### config.mk
export PLATFORM = sky130hd
export DESIGN_NAME = solenoid_fire_ctrl
export DESIGN_NICKNAME = d
export VERILOG_FILES = /design/src/rtl/solenoid_pkg.sv /design/src/rtl/fire_timer.sv /design/src/rtl/solenoid_fire_ctrl.sv
export SDC_FILE = /design/constraint.sdc
export NUM_CORES = 1
export LEC_CHECK = 0
export ABC_AREA = 1
export CAP_MARGIN = 20
export CORE_UTILIZATION = 25
export DETAILED_ROUTE_END_ITERATION = 7
export MAX_ROUTING_LAYER = met4
export PLACE_DENSITY_LB_ADDON = 0.3
export SLEW_MARGIN = 20
export SYNTH_ARGS = -nofsm -noshare
export SYNTH_HDL_FRONTEND = slang
export SYNTH_SLANG_ARGS = --single-unit
### constraint.sdc
create_clock -name PCLK -period 3.75 [get_ports PCLK]
set_input_delay 0.5625 -clock PCLK [delete_from_list [all_inputs] [get_ports PCLK]]
set_output_delay 0.5625 -clock PCLK [all_outputs]
set_load 0.01 [all_outputs]
### src/rtl/solenoid_pkg.sv
// Shared definitions for the solenoid burst sequencer: register offsets,
// CTRL/STATUS bit positions and the sequencer state type.
package solenoid_pkg;

  localparam logic [4:0] OFF_CTRL   = 5'h00;
  localparam logic [4:0] OFF_PULSE  = 5'h04;
  localparam logic [4:0] OFF_GAP    = 5'h08;
  localparam logic [4:0] OFF_COUNT  = 5'h0C;
  localparam logic [4:0] OFF_COOL   = 5'h10;
  localparam logic [4:0] OFF_STATUS = 5'h14;

  localparam int unsigned CTRL_START = 0;
  localparam int unsigned CTRL_ABORT = 1;

  localparam int unsigned ST_BUSY      = 0;
  localparam int unsigned ST_COOLING   = 1;
  localparam int unsigned ST_REJECTED  = 2;
  localparam int unsigned ST_ARM       = 3;
  localparam int unsigned ST_SHOTS_LSB = 8;

  typedef enum logic [1:0] {
    IDLE,
    PULSE,
    GAP,
    COOL
  } fire_state_t;

endpackage

### src/rtl/fire_timer.sv
// Loadable down-counter shared by all timed sequencer states; holds at 1
// and reports expiry on 1 (or when loaded with 0).
module fire_timer #(
  parameter int unsigned W = 24
) (
  input  logic         PCLK,
  input  logic         PRESERN,
  input  logic         load,
  input  logic [W-1:0] load_val,
  output logic [W-1:0] value,
  output logic         expire
);

  always_ff @(posedge PCLK or negedge PRESERN) begin
    if (!PRESERN) begin
      value <= '0;
    end else if (load) begin
      value <= load_val;
    end else if (value > W'(1)) begin
      value <= value - W'(1);
    end
  end

  assign expire = (value <= W'(1));

endmodule

### src/rtl/solenoid_fire_ctrl.sv
// APB3 solenoid burst sequencer: N pulses separated by gaps, then cooldown.
// Optional hardware interlock enabled by defining SOLENOID_INTERLOCK_EN.
module solenoid_fire_ctrl
  import solenoid_pkg::*;
#(
  parameter int unsigned CNT_W  = 24,
  parameter int unsigned SHOT_W = 8,
  parameter logic [7:0]  BASE   = 8'h20
) (
  input  logic        PCLK,
  input  logic        PRESERN,
  input  logic        PSEL,
  input  logic        PENABLE,
  input  logic        PWRITE,
  input  logic [31:0] PADDR,
  input  logic [31:0] PWDATA,
  output logic [31:0] PRDATA,
  output logic        PREADY,
  output logic        PSLVERR,
  output logic        solenoid_out,
  output logic        done_irq
`ifdef SOLENOID_INTERLOCK_EN
  ,
  input  logic        arm
`endif
);

  fire_state_t       state, state_n;
  logic [CNT_W-1:0]  pulse_r, gap_r, cool_r;
  logic [CNT_W-1:0]  w_pulse, w_gap, w_cool, gap_eff;
  logic [CNT_W-1:0]  t_val, t_value;
  logic [SHOT_W-1:0] count_r, shots_left;
  logic [4:0]        off;
  logic [31:0]       status, rdata;
  logic hit, wr, wr_ctrl, start_req, abort_req, arm_ok, rejected;
  logic t_load, t_expire, start_ok, reject, shot_dec, shots_clr, done_c;
  logic unused_bits;

  assign hit       = (PADDR[7:5] == BASE[7:5]);
  assign off       = PADDR[4:0];
  assign wr        = PSEL & PENABLE & PWRITE & hit;
  assign wr_ctrl   = wr & (off == OFF_CTRL);
`ifdef SOLENOID_INTERLOCK_EN
  assign arm_ok    = arm;
`else
  assign arm_ok    = 1'b1;
`endif
  // A low interlock is treated exactly like a firmware ABORT
  assign abort_req = (wr_ctrl & PWDATA[CTRL_ABORT]) | ~arm_ok;
  assign start_req = wr_ctrl & PWDATA[CTRL_START] & ~PWDATA[CTRL_ABORT];
  assign gap_eff   = (w_gap == '0) ? CNT_W'(1) : w_gap;

  always_comb begin
    state_n   = state;
    t_load    = 1'b0;
    t_val     = w_pulse;
    start_ok  = 1'b0;
    reject    = 1'b0;
    shot_dec  = 1'b0;
    shots_clr = 1'b0;
    done_c    = 1'b0;
    unique case (state)
      IDLE: begin
        if (start_req) begin
          if (pulse_r == '0 || count_r == '0 || !arm_ok) begin
            reject = 1'b1;
          end else begin
            start_ok = 1'b1;
            state_n  = PULSE;
            t_load   = 1'b1;
            t_val    = pulse_r;
          end
        end
      end
      PULSE, GAP: begin
        if (abort_req ||
            (state == PULSE && t_expire && shots_left == SHOT_W'(1))) begin
          done_c    = 1'b1;
          shots_clr = 1'b1;
          t_load    = 1'b1;
          t_val     = w_cool;
          state_n   = (w_cool == '0) ? IDLE : COOL;
        end else if (t_expire) begin
          t_load = 1'b1;
          if (state == PULSE) begin
            shot_dec = 1'b1;
            state_n  = GAP;
            t_val    = gap_eff;
          end else begin
            state_n  = PULSE;
            t_val    = w_pulse;
          end
        end
      end
      COOL: begin
        if (t_expire) state_n = IDLE;
      end
      default: state_n = IDLE;
    endcase
    if (start_req && state != IDLE) reject = 1'b1;
  end

  fire_timer #(.W(CNT_W)) u_timer (
    .PCLK     (PCLK),
    .PRESERN  (PRESERN),
    .load     (t_load),
    .load_val (t_val),
    .value    (t_value),
    .expire   (t_expire)
  );

  always_ff @(posedge PCLK or negedge PRESERN) begin
    if (!PRESERN) begin
      state        <= IDLE;
      solenoid_out <= 1'b0;
      w_pulse      <= '0;
      w_gap        <= '0;
      w_cool       <= '0;
      shots_left   <= '0;
    end else begin
      state        <= state_n;
      solenoid_out <= (state_n == PULSE);
      if (start_ok) begin
        w_pulse    <= pulse_r;
        w_gap      <= gap_r;
        w_cool     <= cool_r;
        shots_left <= count_r;
      end else if (shots_clr) begin
        shots_left <= '0;
      end else if (shot_dec) begin
        shots_left <= shots_left - SHOT_W'(1);
      end
    end
  end

  always_ff @(posedge PCLK or negedge PRESERN) begin
    if (!PRESERN) begin
      pulse_r  <= '0;
      gap_r    <= '0;
      count_r  <= '0;
      cool_r   <= '0;
      rejected <= 1'b0;
    end else begin
      if (wr && off == OFF_PULSE) pulse_r <= PWDATA[CNT_W-1:0];
      if (wr && off == OFF_GAP)   gap_r   <= PWDATA[CNT_W-1:0];
      if (wr && off == OFF_COUNT) count_r <= PWDATA[SHOT_W-1:0];
      if (wr && off == OFF_COOL)  cool_r  <= PWDATA[CNT_W-1:0];
      if (reject) begin
        rejected <= 1'b1;
      end else if (wr && off == OFF_STATUS && PWDATA[ST_REJECTED]) begin
        rejected <= 1'b0;
      end
    end
  end

  always_comb begin
    status                       = '0;
    status[ST_BUSY]              = (state != IDLE);
    status[ST_COOLING]           = (state == COOL);
    status[ST_REJECTED]          = rejected;
`ifdef SOLENOID_INTERLOCK_EN
    status[ST_ARM]               = arm;
`endif
    status[ST_SHOTS_LSB +: 8]    = 8'(shots_left);
  end

  always_comb begin
    rdata = '0;
    if (PSEL && !PWRITE && hit) begin
      case (off)
        OFF_PULSE:  rdata = 32'(pulse_r);
        OFF_GAP:    rdata = 32'(gap_r);
        OFF_COUNT:  rdata = 32'(count_r);
        OFF_COOL:   rdata = 32'(cool_r);
        OFF_STATUS: rdata = status;
        default:    rdata = '0;
      endcase
    end
  end

  assign PRDATA      = rdata;
  assign PREADY      = 1'b1;
  assign PSLVERR     = 1'b0;
  assign done_irq    = done_c;
  assign unused_bits = ^{PADDR[31:8], PWDATA, t_value};

endmodule

==> results of run 1 <==
[flip-flops by register name, indices dropped and copies added, names as in the netlist]
register and cells:
cool_r 24, solenoid_out 1, state 2, w_pulse 24, gap_r 24, w_gap 24, pulse_r 24, shots_left 8
rejected 1, u_timer.value 24, w_cool 24, count_r 8
[routing by layer]
layer  wire, um  up-vias  share of wire [%]
li1           -     4513                  -
met1      15080     4254                 48
met2      14540      197                 47
met3       1053       32                3.4
met4        425        0                1.4
met5          0        -                  0
[synthesized netlist by cell type, types with 4 or more instances]
cell type | n | share of area [%]
ha_1 | 7 | 0.85
xnor2_1 | 5 | 0.42
nor2_4 | 4 | 0.43
nor2_1 | 171 | 6.2
o211ai_1 | 18 | 1.3
o22ai_1 | 28 | 1.7
xor2_1 | 22 | 1.9
dfrtp_1 | 188 | 45
a221oi_1 | 15 | 1.3
o21ai_0 | 131 | 6.3
o21ai_1 | 55 | 2.7
nand2_2 | 4 | 0.24
a21oi_1 | 26 | 1.3
buf_6 | 7 | 0.76
nor2_2 | 9 | 0.54
nand3b_1 | 4 | 0.29
clkbuf_1 | 32 | 1.2
nand3_1 | 51 | 2.5
buf_2 | 18 | 0.87
nor3_1 | 6 | 0.29
nand4_1 | 11 | 0.66
buf_4 | 12 | 0.87
nand2_1 | 348 | 13
inv_1 | 179 | 6.5
[stage by stage]
step           setup slack (ps)  area [um^2]  total power, mW
4_1_cts                   291.8        12110            4.462
3_3_place_gp              313.4        11540            2.666
2_1_floorplan              1434        10390            2.469
6_report                  328.7        12110            4.414
3_5_place_dp              291.0        11540            2.672
5_1_grt                   202.7        12110            4.615
[power by group]
part           total [mW]  switching [mW]  internal [mW]
Clock                1.79           0.831          0.956
Sequential           2.15          0.0632           2.08
Combinational       0.480           0.320          0.159
[cell families after synthesis]
logic type | count (synthesis)
AND/OR/NAND/NOR | 624
flip-flops | 188
AO/OA/AOI/OAI | 283
adder cells (fa/ha/maj) | 7
other | 2
buffers and inverters | 254
multiplexers | 1
XOR/XNOR | 27
[final cells by class]
cell class | count | area, um^2
sequential | 188 | 4705
tap | 532 | 665.6
timing repair buffer | 88 | 869.6
fill | 4459 | 28720
clock inverter | 11 | 111.4
inverter | 184 | 690.7
clock buffer | 20 | 456.7
multi-input combinational | 952 | 4611
[worst max-delay path by stage]
stage,startpoint,end,slack (ps)
final,PADDR[4],PRDATA[11],330
after global routing,PADDR[2],PRDATA[15],200
after CTS,PADDR[2],PRDATA[15],290
after detailed placement,PADDR[2],PRDATA[15],290
after global placement,PADDR[2],PRDATA[14],310
after floorplan,PADDR[1],PRDATA[2],1430
[layout by cell type (no fill, tap or decap), types with 5 or more instances in the layout]
master           instances
nand2_1                348
dfrtp_1                188
inv_1                  179
nor2_1                 171
o21ai_0                131
clkdlybuf4s50_1         61
o21ai_1                 55
nand3_1                 51
o22ai_1                 28
a21oi_1                 26
xor2_1                  22
buf_4                   22
o211ai_1                18
clkbuf_16               17
a221oi_1                15
nand4_1                 11
conb_1                  10
nor2_2                   9
ha_1                     7
nor3_1                   6
xnor2_1                  5
clkinv_4                 5
==> flow_metrics.py, run 1 <==
metrics = {
    "clock_tree": {
        "cts_root_buf": "clkbuf_16",
        "clk_pin_slew_ps": 70,
        "clock_path_buffers": 2,
        "ctsHoldBuffers": 0,
        "numCtsBuffers": 17,
        "cts_setup_buffers": 0,
        "cts_tree": "yes",
        "cts_resized": 0,
        "cts_max_level": 4,
        "clock-sinks": 188,
        "clkLatencyLatePin_ps": 440,
    },
    "timing": {
        "period_share_pct": 91.23,
        "holdWs_ps": 220.9,
        "fin_setup_tns_ps": 0,
        "post-route-min-period_ps": 3421,
        "finalHoldViolations": 0,
        "slew_headroom_pct": 37.65,
        "rsz0062_at_grt": "no",
        "max_freq_mhz": 292.3,
        "maxSlewViolCount": 0,
        "setup_viol": 0,
        "clock_skew_ps": 9.023,
        "tightest_slew_ps": 935.3,
    },
    "worst_setup_path": {
        "slowest_stage": "clkdlybuf4s50_1",
        "max_stage_delay_ps": 580,
        "r2r_cells": 13,
        "endpoint_kind": "output port",
        "crit_family": "buffers and inverters",
        "required_ps": 3190,
        "start_kind": "input pin",
        "cp_max_fo": 8,
        "arrival_ps": 2860,
        "critPathBufInv": 4,
        "timing.rr.start": "pulse_r[23]",
        "crit_type": "input pin to output port",
        "cp_num_cells": 8,
        "worst_r2r_endpoint": "u_timer.value[1]",
        "cp_cell_sequence": "clkdlybuf4s50_1 -> inv_1 -> nor2_2 -> inv_1 -> o22ai_1 -> a21oi_1 -> a21oi_1 -> clkdlybuf4s50_1",
        "reg2reg_slack_ps": 1020,
    },
    "placement": {
        "dpl.hpwl_um": 22850,
        "gp_congestion": 0.8543,
        "dp_cells": 1944,
        "port_buffers": 62,
    },
    "die": {
        "core_region_area_mm2": 0.04083,
        "die_h_um": 205.6,
        "dieWidth_um": 205.6,
        "initial_core_util_pct": 25.37,
        "die_area_mm2": 0.04225,
        "rows": 74,
        "ios": 105,
    },
    "yosys": {
        "syn_area_per_cell_um2": 7.474,
        "synth_compound_area_share_pct": 15.36,
        "synth.distinct_cells": 46,
        "synth_top_family_by_area": "simple AND/OR/NAND/NOR gates",
        "synth-seq-cells": 188,
        "synth_cells": 1386,
        "synth_fa_ha_area_share_pct": 0.8455,
        "synth-edff-count": 0,
        "ys_async_sr_fraction_pct": 100.0,
        "synth-simple-area-share_pct": 25.56,
        "synth.area.mux_share_pct": 0.09663,
        "yosysSeqAreaShare_pct": 45.42,
        "syn-cell-area_mm2": 0.01036,
        "synth_warnings": 0,
        "synth_xor_area_share_pct": 2.283,
        "ys.flop_type": "dfrtp_1",
    },
    "outcome": {
        "status": "completed",
    },
    "route": {
        "vias": 8996,
        "vias_per_cell": 4.555,
        "first_pass_iters": 5,
        "post_drt_wl_per_cell_um": 15.74,
        "drt-initial-drc-count": 684,
        "drc_errors": 0,
        "ant_nets": 0,
        "routed_wl_um": 31100,
    },
    "global_routing": {
        "grt_remaining_overflow": 0,
        "grt_max_degree": 120,
        "antenna_found_initial": 0,
        "grt-busiest-layer": "met2",
        "use_met3_pct": 1.964,
        "first_global_vias": 8994,
        "grt_pass1_wl_um": 50490,
        "grt_usage_pct": 15.88,
        "met2_usage_pct": 25.16,
        "met1_usage_pct": 21.31,
    },
    "min_path": {
        "hold_class": "input pin to async pin",
    },
    "flow_run": {
        "drv_cap": 0,
    },
    "cells_and_area": {
        "postLayoutCoreUtil_pct": 29.66,
        "drive_above_1_share_pct": 6.445,
        "fin_cells": 1975,
        "diodes": 0,
        "finalNetCount": 1507,
        "area_growth_pct": 16.90,
    },
    "power": {
        "ir_worst_vdd_mv": 0.2880,
        "power_density_mw_per_mm2": 364.5,
        "p_leak_nw": 5.557,
    },
}
Note: power is estimated with default switching activity, not from simulation.
==> run 2: changes to the inputs <==
Settings changed: CORE_MARGIN set to 3.
Clock period 3.75 ns to 3.2 ns, I/O delays scaled along.
==> run 2 against run 1 <==
  * Utilization is 1.1 points higher
  * Clock-buffer cell count stayed put
  * Die area is 3.9% higher
  * Sequential power is 17% higher
  * Clock power is 15% higher
  * Register-to-register slack worse by 280 ps
  * Sequential share of layout area is 0.97 points lower
  * Worst hold slack worse by 170 ps
  * Power is 17% higher
  * Non-clock buffer count is 31 higher
  * Via count is 0.59% higher
  * Flip-flop and latch count stayed put
  * Largest power group unchanged
==> flow_metrics.py, run 2 (synthesis results as in run 1) <==
metrics = {
    "worst_setup_path": {
        "worst_r2r_endpoint": "shots_left[2]",
        "required_ps": 2720,
        "crit_type": "input pin to output port",
        "arrival_ps": 2620,
        "cp_cell_sequence": "clkdlybuf4s50_1 -> nor2_4 -> nand3_2 -> nor2_4 -> buf_4 -> a221oi_1 -> buf_4 -> nor2_1 -> clkdlybuf4s50_1",
        "max_stage_delay_ps": 570,
        "cp_max_fo": 10,
        "reg2reg_slack_ps": 740,
        "timing.rr.start": "u_timer.value[0]",
        "r2r_cells": 12,
        "start_kind": "input pin",
        "slowest_stage": "clkdlybuf4s50_1",
        "endpoint_kind": "output port",
    },
    "clock_tree": {
        "clk_pin_slew_ps": 70,
        "clock_path_buffers": 2,
        "clkLatencyLatePin_ps": 440,
        "numCtsBuffers": 17,
        "cts_tree": "yes",
        "clock-sinks": 188,
        "cts_root_buf": "clkbuf_16",
        "cts_max_level": 4,
    },
    "power": {
        "ir_worst_vdd_mv": 0.2738,
        "p_total_mw": 5.179,
        "power_density_mw_per_mm2": 417.0,
        "p_leak_nw": 5.764,
    },
    "timing": {
        "maxSlewViolCount": 0,
        "max_freq_mhz": 322.9,
        "clock_skew_ps": 11.07,
        "setup_viol": 0,
        "rsz0062_at_grt": "no",
        "post-route-min-period_ps": 3097,
        "slew_headroom_pct": 49.37,
        "finalHoldViolations": 0,
        "fin_setup_tns_ps": 0,
        "holdWs_ps": 54.79,
        "tightest_slew_ps": 759.5,
        "period_share_pct": 96.77,
    },
    "placement": {
        "gp_congestion": 0.8719,
        "dpl.hpwl_um": 23510,
        "port_buffers": 62,
        "dp_cells": 1967,
    },
    "cells_and_area": {
        "final_common_cell": "nand2_1",
        "area_growth_pct": 19.89,
        "fin_cells": 2000,
        "drive_above_1_share_pct": 9.288,
        "mostFrequentLayoutCells": "347 x nand2_1, 188 x dfrtp_1, 178 x inv_1, 167 x nor2_1, 131 x o21ai_0",
        "diodes": 0,
        "finalNetCount": 1538,
    },
    "die": {
        "die_area_mm2": 0.04391,
        "ios": 105,
        "core_region_area_mm2": 0.04037,
        "initial_core_util_pct": 25.66,
        "rows": 73,
        "dieWidth_um": 209.6,
        "die_h_um": 209.6,
    },
    "route": {
        "post_drt_wl_per_cell_um": 15.61,
        "drc_errors": 0,
        "routed_wl_um": 31220,
        "ant_nets": 0,
        "drt-initial-drc-count": 673,
        "vias_per_cell": 4.525,
        "first_pass_iters": 5,
        "vias": 9049,
    },
    "global_routing": {
        "first_global_vias": 8834,
        "grt_remaining_overflow": 0,
        "grt_usage_pct": 14.87,
        "grt_max_degree": 83,
        "antenna_found_initial": 0,
        "grt_pass1_wl_um": 50420,
    },
    "min_path": {
        "hold_class": "input pin to async pin",
    },
    "flow_run": {
        "drv_cap": 0,
    },
    "outcome": {
        "status": "completed",
    },
}
run 2: changes by cell type in the layout (fill, tap and decap cells not counted), moves of 3 or more:
| cell | previous run | this run |
|---|---|---|
| nand3_1 | 51 | 48 |
| dlymetal6s2s_1 | 0 | 3 |
| buf_4 | 22 | 50 |
| clkinv_4 | 5 | 1 |
| nor2_1 | 171 | 167 |
| clkdlybuf4s50_1 | 61 | 58 |
| clkinvlp_4 | 2 | 5 |
| nand3_2 | 0 | 3 |
run 2: cell type report:
class	count	area [um^2]
repair buffers	119	1130
well taps	525	656.9
clock inverters	12	112.6
multi-input cells	952	4678
clock buffers	20	446.7
inverters	184	690.7
fillers	4374	27950
flip-flops and latches	188	4705
run 2: through the flow:
stage	setup slack [ps]	area (um^2)	util, %
floorplan	1049	10390	-
global placement	-31.86	11760	29.12
detailed placement	2.481	11760	29.12
CTS	26.38	12330	30.53
global route	2.204	12420	30.76
finish	103.5	12420	30.76
run 2: worst max-delay path, delay by kind of cell:
family,cells,cell delay (ps)
AOI/OAI and AO/OA,1,110
buffers and inverters,4,1380
and+or+nand+nor,4,640
run 2: worst max path at each step:
| stage | startpoint | end | slack [ps] | depth (start not counted) |
|---|---|---|---|---|
| 2_1_floorplan | PADDR[1] | PRDATA[2] | 1050 | 7 |
| 3_3_place_gp | PADDR[2] | PRDATA[7] | -30 | 10 |
| 3_5_place_dp | PADDR[1] | PRDATA[7] | 2 | 10 |
| 4_1_cts | PADDR[1] | PRDATA[11] | 30 | 9 |
| 5_1_grt | u_timer.value[0] | done_irq | 2 | 11 |
| 6_report | PADDR[1] | PRDATA[17] | 100 | 9 |
run 2: per-layer routing:
| metal | GRT usage, % | wire length [um] | share of wire (%) | vias up |
|---|---|---|---|---|
| li1 | - | - | - | 4564 |
| met5 | - | 0 | 0 | - |
| met2 | 23.14 | 14420 | 46 | 192 |
| met3 | 1.809 | 1001 | 3.2 | 27 |
| met4 | 3.441 | 412 | 1.3 | 0 |
| met1 | 20.80 | 15390 | 49 | 4266 |
run 2: repair_timing:
item / 4_1_cts / 5_1_grt
buffers inserted: 0 / 1
hold buffers: 0 / 0
gates resized for setup: 2 / 19
pin swaps: 0 / 0
setup endpoints to repair: 2 / 23
run 2: power breakdown:
group          switching [mW]  leakage [nW]  internal [mW]
Sequential             0.0762          2.48           2.44
Combinational           0.387          3.03          0.209
Clock                   0.965         0.259           1.10
Total                    1.43          5.76           3.75
==> run 3: changes to the inputs <==
Clock period 3.2 ns to 3.1 ns, I/O delays scaled along.
==> run 3 against run 2 <==
  * Global-route usage barely moved
  * Clock power up 10%
  * Cell count up 0.35%
  * Non-clock buffer count is 9 higher
  * Via count up 0.83%
  * First-iteration DRC count increased by 13%
  * Die area stayed put
  * Combinational power grew 4.7%
  * Sequential share of layout area down 0.39 points
  * Largest cell class unchanged
==> flow_metrics.py, run 3 (synthesis results as in run 1) <==
metrics = {
    "power": {
        "p_leak_nw": 6.096,
        "power_density_mw_per_mm2": 437.1,
        "ir_worst_vdd_mv": 0.3116,
    },
    "timing": {
        "fin_setup_tns_ps": 0,
        "setup_viol": 0,
        "clock_skew_ps": 11.57,
        "tightest_slew_ps": 687.4,
        "max_freq_mhz": 329.3,
        "post-route-min-period_ps": 3037,
        "maxSlewViolCount": 0,
        "slew_headroom_pct": 54.17,
        "period_share_pct": 97.95,
        "finalHoldViolations": 0,
        "setup_slack_ps": 63.42,
        "rsz0062_at_grt": "yes",
        "holdWs_ps": 24.62,
    },
    "cells_and_area": {
        "diodes": 0,
        "postLayoutCoreUtil_pct": 31.08,
        "finalNetCount": 1547,
        "area_growth_pct": 21.13,
        "final_common_cell": "nand2_1",
        "drive_above_1_share_pct": 9.852,
        "mostFrequentLayoutCells": "347 x nand2_1, 188 x dfrtp_1, 176 x inv_1, 167 x nor2_1, 130 x o21ai_0",
    },
    "clock_tree": {
        "clk_pin_slew_ps": 70,
        "ctsHoldBuffers": 0,
        "clkLatencyLatePin_ps": 440,
        "cts_max_level": 4,
        "numCtsBuffers": 17,
        "cts_tree": "yes",
        "clock_path_buffers": 2,
        "clock-sinks": 188,
        "cts_root_buf": "clkbuf_16",
    },
    "worst_setup_path": {
        "crit_type": "input pin to output port",
        "reg2reg_slack_ps": 600,
        "endpoint_kind": "output port",
        "start_kind": "input pin",
        "arrival_ps": 2570,
        "critPathLaunch": "PADDR[2]",
        "timing.rr.start": "u_timer.value[0]",
        "cp_max_fo": 3,
        "required_ps": 2630,
    },
    "flow_run": {
        "drv_cap": 0,
    },
    "die": {
        "ios": 105,
        "die_h_um": 209.6,
        "core_region_area_mm2": 0.04037,
        "dieWidth_um": 209.6,
        "rows": 73,
        "initial_core_util_pct": 25.66,
        "die_area_mm2": 0.04391,
    },
    "route": {
        "vias_per_cell": 4.546,
        "drc_errors": 0,
        "routed_wl_um": 31370,
        "first_pass_iters": 5,
        "drt-initial-drc-count": 763,
        "ant_nets": 0,
        "post_drt_wl_per_cell_um": 15.63,
        "vias": 9124,
    },
    "global_routing": {
        "grt_usage_pct": 14.83,
        "grt_pass1_wl_um": 50340,
        "grt_remaining_overflow": 0,
        "grt_max_degree": 99,
        "first_global_vias": 8928,
        "antenna_found_initial": 0,
    },
    "placement": {
        "gp_congestion": 0.8736,
        "pre_cts_ws_ps": -28.70,
        "port_buffers": 62,
        "dpl.hpwl_um": 23610,
    },
    "min_path": {
        "hold_class": "input pin to async pin",
    },
    "outcome": {
        "status": "completed",
    },
}
[run 3: layout make-up]
type | count | area (um^2)
repair buffers | 128 | 1227
flip-flops and latches | 188 | 4705
well taps | 525 | 656.9
fillers | 4422 | 27820
clock inverters | 13 | 166.4
inverters | 184 | 694.4
multi-input cells | 952 | 4672
clock buffers | 17 | 425.4
[run 3: final timing paths]
kind                                endpoint  depth (start not counted)
setup reg to reg            u_timer.value[9]                         15
hold reg to reg                    cool_r[0]                          2
setup / recovery                   PRDATA[1]                         11
min in group PCLK                  cool_r[0]                          2
hold / removal             u_timer.value[20]                          1
max in group asynchronous        w_pulse[22]                          2
[run 3: worst max-delay path: stages]
cell	delay, ps
clkdlybuf4s50_1	480
inv_1	80
nor2_1	120
nand2_2	110
inv_1	100
nand2_1	80
buf_4	140
o22ai_1	140
a221oi_1	60
a21oi_1	200
clkdlybuf4s50_1	580
[run 3: stage by stage]
step / cell area (um^2) / cells / total power [mW]
final: 12550 / 2007 / 5.484
after global routing: 12550 / 2007 / 5.733
after CTS: 12420 / 2003 / 5.545
after detailed placement: 11800 / 1973 / 3.268
after global placement: 11800 / 1973 / 3.261
after floorplan: 10390 / 1394 / 2.987
[run 3: routing by layer]
layer	vias up	GRT usage, %	share of wire, %
li1	4595	-	-
met1	4301	20.28	48
met2	198	23.42	47
met3	30	2.018	3.4
met4	0	3.557	1.4
met5	-	-	0
[run 3: what timing repair did]
action | 4_1_cts | 5_1_grt
gates resized for setup | 8 | 30
pin swaps | 1 | 3
endpoints found under the setup margin | 12 | 25
setup buffers | 0 | 4
gates cloned | 0 | 0
[run 3: power breakdown]
group | internal (mW) | leakage, nW | switching, mW
Combinational | 0.217 | 3.33 | 0.407
Sequential | 2.52 | 2.48 | 0.0742
Clock | 1.27 | 0.287 | 0.996
